**src/rtl/pipeline_ctrl_pkg.sv**
```systemverilog
// Shared definitions for the pipeline stall/flush sequencer and the ID decode that feeds it.
package pipeline_ctrl_pkg;

  typedef enum logic [1:0] {
    RUN      = 2'd0,
    MEM_WAIT = 2'd1,
    DRAIN    = 2'd2,
    HALTED   = 2'd3
  } state_t;

  localparam logic [6:0] OPC_SYSTEM = 7'b1110011;
  localparam logic [6:0] OPC_ECALL  = OPC_SYSTEM;
  localparam logic [6:0] OPC_BRANCH = 7'b1100011;

  typedef struct packed {
    logic pc_en;
    logic if_id_en;
    logic id_ex_en;
    logic ex_mem_en;
    logic mem_wb_en;
    logic if_id_flush;
    logic id_ex_flush;
  } ctrl_t;

  localparam ctrl_t CTRL_RESET  = ctrl_t'(7'b00000_11);
  localparam ctrl_t CTRL_RUN    = ctrl_t'(7'b11111_00);
  localparam ctrl_t CTRL_FREEZE = ctrl_t'(7'b00000_00);
  localparam ctrl_t CTRL_HAZARD = ctrl_t'(7'b00111_01);
  localparam ctrl_t CTRL_BRANCH = ctrl_t'(7'b11111_10);
  localparam ctrl_t CTRL_HALT   = ctrl_t'(7'b01111_11);
  localparam ctrl_t CTRL_DRAIN  = ctrl_t'(7'b00111_01);

  function automatic logic is_ecall(input logic [6:0] opcode);
    return opcode == OPC_ECALL;
  endfunction

  function automatic logic is_branch(input logic [6:0] opcode);
    return opcode == OPC_BRANCH;
  endfunction

endpackage

```
**src/rtl/pipeline_ctrl_sat_counter.sv**
```systemverilog
// Saturating up-counter with synchronous clear; holds at all-ones instead of wrapping.
module pipeline_ctrl_sat_counter #(
  parameter int WIDTH = 32
) (
  input  logic             clk,
  input  logic             clr,
  input  logic             en,
  output logic [WIDTH-1:0] count
);

  always_ff @(posedge clk) begin
    if (clr) begin
      count <= '0;
    end else if (en && (count != {WIDTH{1'b1}})) begin
      count <= count + 1'b1;
    end
  end

endmodule

```
**src/rtl/pipeline_ctrl.sv**
```systemverilog
// Stall/flush sequencer for the 5-stage pipeline: merges hazard, branch, memory-wait and halt
// events into per-stage enables/flushes, owns run/halt state and the stall statistics.
module pipeline_ctrl
  import pipeline_ctrl_pkg::*;
#(
  parameter int TIMEOUT      = 64,
  parameter int DRAIN_CYCLES = 3,
  parameter int CNT_W        = 32
) (
  input  logic             clk,
  input  logic             rst,
  input  logic             hazard,
  input  logic             branch_taken_id,
  input  logic             halt_req_id,
  input  logic             dmem_req,
  input  logic             dmem_ready,
  output logic             pc_en,
  output logic             if_id_en,
  output logic             id_ex_en,
  output logic             ex_mem_en,
  output logic             mem_wb_en,
  output logic             if_id_flush,
  output logic             id_ex_flush,
  output logic             halted,
  output logic             mem_timeout,
  output logic [CNT_W-1:0] stall_cycles
);

  localparam int WAIT_W  = $clog2(TIMEOUT + 1);
  localparam int DRAIN_W = $clog2(DRAIN_CYCLES + 1);

  state_t             state_q, state_d;
  logic [WAIT_W-1:0]  wait_q, wait_d;
  logic [DRAIN_W-1:0] drain_q, drain_d;
  logic               timeout_q, timeout_d;
  ctrl_t              ctrl;
  logic               mem_stall;
  logic               wait_hit;
  logic               count_en;

  assign mem_stall = dmem_req & ~dmem_ready;
  assign wait_hit  = (wait_q == WAIT_W'(TIMEOUT - 1));

  // NOTE: state registers use non-blocking assignments so every flop samples pre-edge values.
  always_ff @(posedge clk) begin
    if (rst) begin
      state_q   <= RUN;
      wait_q    <= '0;
      drain_q   <= '0;
      timeout_q <= 1'b0;
    end else begin
      state_q   <= state_d;
      wait_q    <= wait_d;
      drain_q   <= drain_d;
      timeout_q <= timeout_d;
    end
  end

  // NOTE: every always_comb output gets a default first so no path can infer a latch.
  always_comb begin
    state_d   = state_q;
    wait_d    = wait_q;
    drain_d   = drain_q;
    timeout_d = timeout_q;
    unique case (state_q)
      RUN: begin
        if (mem_stall) begin
          state_d = MEM_WAIT;
          wait_d  = WAIT_W'(1);
        end else if (!hazard && halt_req_id) begin
          state_d = DRAIN;
          drain_d = DRAIN_W'(DRAIN_CYCLES - 1);
        end
      end
      MEM_WAIT: begin
        if (dmem_ready) begin
          state_d = RUN;
          wait_d  = '0;
        end else if (wait_hit) begin
          timeout_d = 1'b1;
          state_d   = HALTED;
        end else begin
          wait_d = wait_q + 1'b1;
        end
      end
      DRAIN: begin
        // A memory stall freezes the drain countdown but still runs the timeout watchdog.
        if (mem_stall) begin
          if (wait_hit) begin
            timeout_d = 1'b1;
            state_d   = HALTED;
          end else begin
            wait_d = wait_q + 1'b1;
          end
        end else begin
          wait_d = '0;
          if (drain_q == '0) state_d = HALTED;
          else               drain_d = drain_q - 1'b1;
        end
      end
      HALTED: ;
      default: state_d = RUN;
    endcase
  end

  always_comb begin
    ctrl = CTRL_FREEZE;
    if (rst) begin
      ctrl = CTRL_RESET;
    end else begin
      unique case (state_q)
        RUN: begin
          if (mem_stall)            ctrl = CTRL_FREEZE;
          else if (hazard)          ctrl = CTRL_HAZARD;
          else if (halt_req_id)     ctrl = CTRL_HALT;
          else if (branch_taken_id) ctrl = CTRL_BRANCH;
          else                      ctrl = CTRL_RUN;
        end
        MEM_WAIT: ctrl = dmem_ready ? CTRL_RUN : CTRL_FREEZE;
        DRAIN:    ctrl = mem_stall ? CTRL_FREEZE : CTRL_DRAIN;
        HALTED:   ctrl = CTRL_FREEZE;
        default:  ctrl = CTRL_FREEZE;
      endcase
    end
  end

  assign {pc_en, if_id_en, id_ex_en, ex_mem_en, mem_wb_en, if_id_flush, id_ex_flush} = ctrl;

  assign count_en = ~ctrl.pc_en & ((state_q == RUN) | (state_q == MEM_WAIT));

  pipeline_ctrl_sat_counter #(
    .WIDTH (CNT_W)
  ) u_stall_cnt (
    .clk   (clk),
    .clr   (rst),
    .en    (count_en),
    .count (stall_cycles)
  );

  assign halted      = (state_q == HALTED);
  assign mem_timeout = timeout_q;

endmodule

```
**config.mk**
```make
export PLATFORM = sky130hd
export DESIGN_NAME = pipeline_ctrl
export DESIGN_NICKNAME = d
export VERILOG_FILES = /design/src/rtl/pipeline_ctrl_pkg.sv /design/src/rtl/pipeline_ctrl_sat_counter.sv /design/src/rtl/pipeline_ctrl.sv
export SDC_FILE = /design/constraint.sdc
export NUM_CORES = 1
export LEC_CHECK = 0
export BUFFER_PORTS_ARGS = -buffer_cell sky130_fd_sc_hd__clkbuf_2
export CORE_MARGIN = 1
export CORE_UTILIZATION = 55
export DETAILED_ROUTE_END_ITERATION = 7
export GPL_ROUTABILITY_DRIVEN = 1
export PLACE_DENSITY = 0.83
export SKIP_CTS_REPAIR_TIMING = 1
export SLEW_MARGIN = 20
export SYNTH_ARGS = -nofsm -noshare
export SYNTH_HDL_FRONTEND = slang
export SYNTH_SLANG_ARGS = --single-unit
```
**constraint.sdc**
```tcl
create_clock -name clk -period 3.8 [get_ports clk]
set_input_delay 0.38 -clock clk [delete_from_list [all_inputs] [get_ports clk]]
set_output_delay 0.38 -clock clk [all_outputs]
set_load 0.01 [all_outputs]
```
* Yosys cells after proc, flatten, opt, wreduce, memory -nomap -nowiden
Cells that the tools add are included.
Cells by class: $add $sub $neg 3, multipliers 0, div/mod/pow operators 0, order comparisons 0, equality and inequality tests 14, shift-type cells 0, muxes and demuxes 28, bitwise logic cells 5, reduce and logical (&&, ||, !) cells 12
Operators by type and width (count):
- two-way mux 7 bit | 9
- adder 32 x 1 -> 32 bit (second input constant) | 1
- inequality test 32 bit (second input constant) | 1
- case mux 7 bit (4 select lines) | 1
- case mux 7 bit (3 select lines) | 1
- two-way mux 2 bit | 10
- inequality test 2 bit (second input constant) | 7
- adder 7 x 1 -> 7 bit (second input constant) | 1
- == test 7 x 6 -> 1 bit (second input constant) | 1
- inequality test 3 bit (second input constant) | 2
- case mux 2 bit (3 select lines) | 1
- AND reduction 3 bit | 2
- two-way mux 5 bit | 1
- AND reduction 5 bit | 1
- == test 2 bit (second input constant) | 2
- logical NOT 2 bit | 2
- case mux 2 bit (2 select lines) | 1
- nonzero test 2 bit | 2
- two-way mux 1 bit | 3
- nonzero test 3 bit | 1
- bitwise AND 1 bit | 2
- == test 2 x 1 -> 1 bit (second input constant) | 1
- logical AND 1 bit | 2
- NOT 1 bit | 2
- 5 further kinds | 5
Word-level totals: register bits 44, bits in latches 0, RAM bits 0, ROM bits 0, input port bits 7, output and inout port bits 41, word-level logic and storage cells 67, memories 0

* Depth between registers and ports, before layout
word-level depth 9, gate-level depth with buffers 9

* Hierarchy
Synthesis repeated with hierarchy kept, for this count alone.
Unflattened totals: cells, all modules 318, area total of the unflattened synthesis 2667.6 µm²
By module, submodules not included:
- pipeline_ctrl_sat_counter | instances 1, cells each 199, area an instance 1674.1 µm², sequential area each 640.6 µm²
- pipeline_ctrl | instances 1, cells each 119, area an instance 993.5 µm², sequential area each 240.2 µm²

* Worst setup path after synthesis
No wires, ideal clock.
path kind register to register, from register state_q[1], to register u_stall_cnt.count[27], setup time 0.121 ns, arrival time 1.964 ns, required time 3.679 ns, path slack 1.716 ns, stages on the path, launching flop included 9, buffers on the path 0, period minus slack after synthesis 2.084 ns, cells stage by stage dfxtp_1 > inv_1 > ha_1 > o21ai_1 > a211o_2 > inv_1 > a211o_1 > nor4_1 > mux2_2
Between the ends: cells in the longest elaborated chain, start to end 6, elaborated cells between the ends (all ways) 10
RTL lines:
- start: declaration | line pipeline_ctrl.sv:32 | state_t state_q, state_d;
- start signal: assignment | line pipeline_ctrl.sv:52 | state_q <= state_d;
- == test 2 bit (tied with other cells) | line pipeline_ctrl.sv:111 | unique case (state_q)
- case mux 7 bit (4 select lines) * | line pipeline_ctrl.sv:111
- two-way mux 7 bit * | line pipeline_ctrl.sv:108 | if (rst) begin
- named net pc_en | line pipeline_ctrl.sv:17 | output logic pc_en,
- NOT 1 bit * | line pipeline_ctrl.sv:129 | assign count_en = ~ctrl.pc_en & ((state_q == RUN) | (state_q == MEM_WAIT));
- bitwise AND 1 bit * | line pipeline_ctrl.sv:129
- logical AND 1 bit * | line pipeline_ctrl_sat_counter.sv:14 | end else if (en && (count != {WIDTH{1'b1}})) begin
- end signal: assignment | line pipeline_ctrl_sat_counter.sv:15 | count <= count + 1'b1;
- end: declaration | line pipeline_ctrl_sat_counter.sv:8 | output logic [WIDTH-1:0] count
The timed path passes the listed nets; every way through them passes the cells marked *. A chain may end at the register's enable or synchronous reset.

* Final worst setup path
from register state_q[0], to register u_stall_cnt.count[19]
Between the ends: cells in the longest elaborated chain, start to end 6, elaborated cells between the ends (all ways) 10
RTL lines (line):
- == test 2 bit (tied with other cells) | pipeline_ctrl.sv:111
- case mux 7 bit (4 select lines) | pipeline_ctrl.sv:111
- two-way mux 7 bit | pipeline_ctrl.sv:108
- NOT 1 bit | pipeline_ctrl.sv:129
- bitwise AND 1 bit * | pipeline_ctrl.sv:129
- logical AND 1 bit * | pipeline_ctrl_sat_counter.sv:14
Mark *: on every way between the ends. The rest lies on a longest branch, timed or not.

==> flow_summary.json <==
{
  "synth_area_leaders": "dfxtp_1 (33%), a21oi_1 (6.1%), o31ai_1 (5.0%), or4_1 (4.7%), ha_1 (4.6%)",
  "postSynthCellCount": 326,
  "dieArea_um2": 5191,
  "slowest_delay_ns": 0.68,
  "hold_path.class": "flip-flop to flip-flop",
  "synth-xor-area-share_pct": 1.298,
  "layout.nets": 378,
  "rsz0062_at_grt": "false",
  "globalRoute.totalOverflow": 0,
  "insertedDiodeCount": 0,
  "synth_simple_gate_area_share_pct": 32.50,
  "clkTransAtPathRegs_ns": 0.08,
  "cts_root_buf": "clkbuf_8",
  "syn-cell-area_um2": 2699,
  "min_period_ns": 2.541,
  "worst_setup_path_start_kind": "flip-flop",
  "synth_top_family_by_area": "simple AND/OR/NAND/NOR gates",
  "synth_fa_ha_area_share_pct": 4.636,
  "drtIter0Drc": 192,
  "drt_drc_violations_left": 2,
  "min_period_over_period_pct": 66.87,
  "synth_flop_cell": "dfxtp_1",
  "grt_usage_pct": 23.53,
  "cp_max_fo": 29,
  "async_flop_share_pct": 0,
  "h-tree-depth": 2,
  "yosysTopAreaCell": "dfxtp_1",
  "ir_drop_v": 0.0003168,
  "crit_path_top_delay_cell": "or4_1",
  "synth.avg_cell_area_um2": 8.279,
  "dr.pass1.iters": 6,
  "min-delay-start": "wait_q[6]",
  "r2r_slack_ns": 1.26,
  "synth-seq-cells": 44,
  "wl_per_cell_um": 14.05,
  "grt_pass1_vias": 2179,
  "setup_viol": 0,
  "cp.required_ns": 4.03,
  "min_path_cells": 2,
  "place.gp.congestion": 0.9329,
  "hpwl_um": 4299,
  "r2r_end": "u_stall_cnt.count[19]",
  "rows": 25,
  "syn_nets": 343,
  "tritoncts": "yes",
  "yosys_warnings": 0,
  "cp_data_arrival_time_ns": 2.77,
  "die_x_um": 72.05,
  "synth.distinct_cells": 54,
  "syn2layout_area_growth_pct": 10.99,
  "die_h_um": 72.05,
  "drv_cap": 0,
  "synth-edff-count": 0,
  "crit_start": "state_q[0]",
  "antenna_found_initial": 0,
  "numCtsBuffers": 5,
  "synth.top_cell.area_share_pct": 32.64,
  "grt_pass1_wl_um": 9853,
  "synthMuxAreaShare_pct": 2.643,
  "routed_wl_um": 6027,
  "nFillCells": 422,
  "place_inst": 421,
  "io_pins": 48,
  "setup_tns_ns": 0,
  "leakagePower_nw": 1.130,
  "worstSetupPathType": "flip-flop to flip-flop",
  "final_cells": 429,
  "yosysSeqAreaShare_pct": 32.64,
  "power_density_nw_per_um2": 416.9,
  "cts_sinks": 44,
  "numPortBuffers": 47,
  "violations": "design-rule violations",
  "detail-route-antenna-nets": 0,
  "synth_common_cells": "dfxtp_1 (44), a21oi_1 (33), nand2_1 (25)",
  "path_cells": "inv_1 > ha_1 > o21ai_1 > a211o_2 > nand2_1 > or4_1 > a21oi_1",
  "relSlewSlack_pct": 47.03,
  "fin_skew_ns": 0.009612,
  "drive_gt1_share_pct": 20.17,
  "tightest_slew_ns": 0.7926,
  "start_util_pct": 57.14,
  "clk_latency_ns": 0.31,
  "r2r_start": "state_q[0]",
  "r2r_cells": 7,
  "core_um2": 4723,
  "synth-compound-area-share_pct": 20.17,
  "min_to": "wait_q[6]",
  "via_per_inst": 6.014,
  "via_count": 2580,
  "synth.most_common_cell": "dfxtp_1",
  "grt_max_degree": 46,
  "run_status": "complete, but fails checks",
  "maxSlewViolCount": 0,
  "hold_viol": 0,
  "cp-end-kind": "flip-flop",
  "clockBufferDepth": 2,
  "fmax_mhz": 393.5
}
critical path: cells and delay by family, from the launching register on:
| family | cells | cell delay, ns |
|---|---|---|
| AOI/OAI and AO/OA | 3 | 0.47 |
| adders and majority gates | 1 | 0.29 |
| DFF | 1 | 0.43 |
| buffers and inverters | 1 | 0.14 |
| and+or+nand+nor | 2 | 1.14 |
per-layer routing:
| layer | up-vias | track usage, % | part of all wire [%] |
|---|---|---|---|
| li1 | 1298 | - | - |
| met1 | 1222 | 31.49 | 48 |
| met2 | 52 | 38.16 | 47 |
| met3 | 8 | 4.306 | 3.9 |
| met4 | 0 | 8.279 | 1.3 |
| met5 | - | 0 | 0 |
through the flow:
step / utilization, % / power (W) / cell area (µm²) / worst slack (ns) / hold WS (ns)
floorplan: - / 0.0008592 / 2699 / 1.716 / 0.4190
global placement: 61.43 / 0.0009315 / 2902 / 1.351 / 0.4338
detailed placement: 61.43 / 0.0009459 / 2902 / 1.256 / 0.4395
CTS: 63.42 / 0.001255 / 2995 / 1.249 / 0.4514
global route: 63.42 / 0.001328 / 2995 / 0.9999 / 0.4869
finish: 63.42 / 0.001249 / 2995 / 1.259 / 0.4535
cells by family after synthesis:
group / Yosys count
AOI/OAI and AO/OA: 84
xor gates and xnor gates: 4
adders and majority gates: 10
buffers and inverters: 31
DFF: 44
muxes: 6
and+or+nand+nor: 147
registers in the layout, summed over array words and instances, names as in the netlist:
register and flops:
state_q 2, wait_q 7, mem_timeout 1, u_stall_cnt.count 32
drain_q 2
how the worst max path moves through the flow:
stage                     cells past startpoint                     to
final                                         7  u_stall_cnt.count[19]
after global routing                          7  u_stall_cnt.count[23]
after CTS                                     7  u_stall_cnt.count[23]
after detailed placement                      7  u_stall_cnt.count[23]
after global placement                        7  u_stall_cnt.count[23]
after floorplan                               8  u_stall_cnt.count[27]
final cells by class:
cell class / instances / area (µm²) / share of cell area (%)
clock buffers: 7 / 86.33 / 2.882
clock inverters: 1 / 7.507 / 0.2506
inverters: 11 / 41.29 / 1.378
multi-input cells: 251 / 1653 / 55.18
flip-flops and latches: 44 / 880.8 / 29.41
well taps: 67 / 83.83 / 2.799
repair buffers: 48 / 242.7 / 8.104
cells in the final DEF, fill, tap and decap left out, drive strengths merged, types with 4 or more instances in the layout:
| cell type | Yosys | final |
|---|---|---|
| ha | 10 | 10 |
| mux2 | 6 | 6 |
| o21ai | 10 | 10 |
| and4 | 7 | 7 |
| nand2b | 6 | 6 |
| nand2 | 25 | 25 |
| and3 | 7 | 7 |
| nor4 | 8 | 8 |
| a21oi | 34 | 34 |
| or4 | 17 | 17 |
| nor3 | 5 | 5 |
| nand4 | 10 | 10 |
| xor2 | 4 | 4 |
| inv | 11 | 11 |
| o31ai | 18 | 18 |
| nor2 | 22 | 22 |
| clkbuf | 7 | 54 |
| nor2b | 11 | 11 |
| dfxtp | 44 | 44 |
| nand3 | 20 | 20 |
report_power, final:
part / internal (W) / switching [W]
clock network: 0.000148 / 0.000162
logic: 0.000147 / 0.000262
registers: 0.000493 / 0.0000367
(Power assumes the default switching activity.)
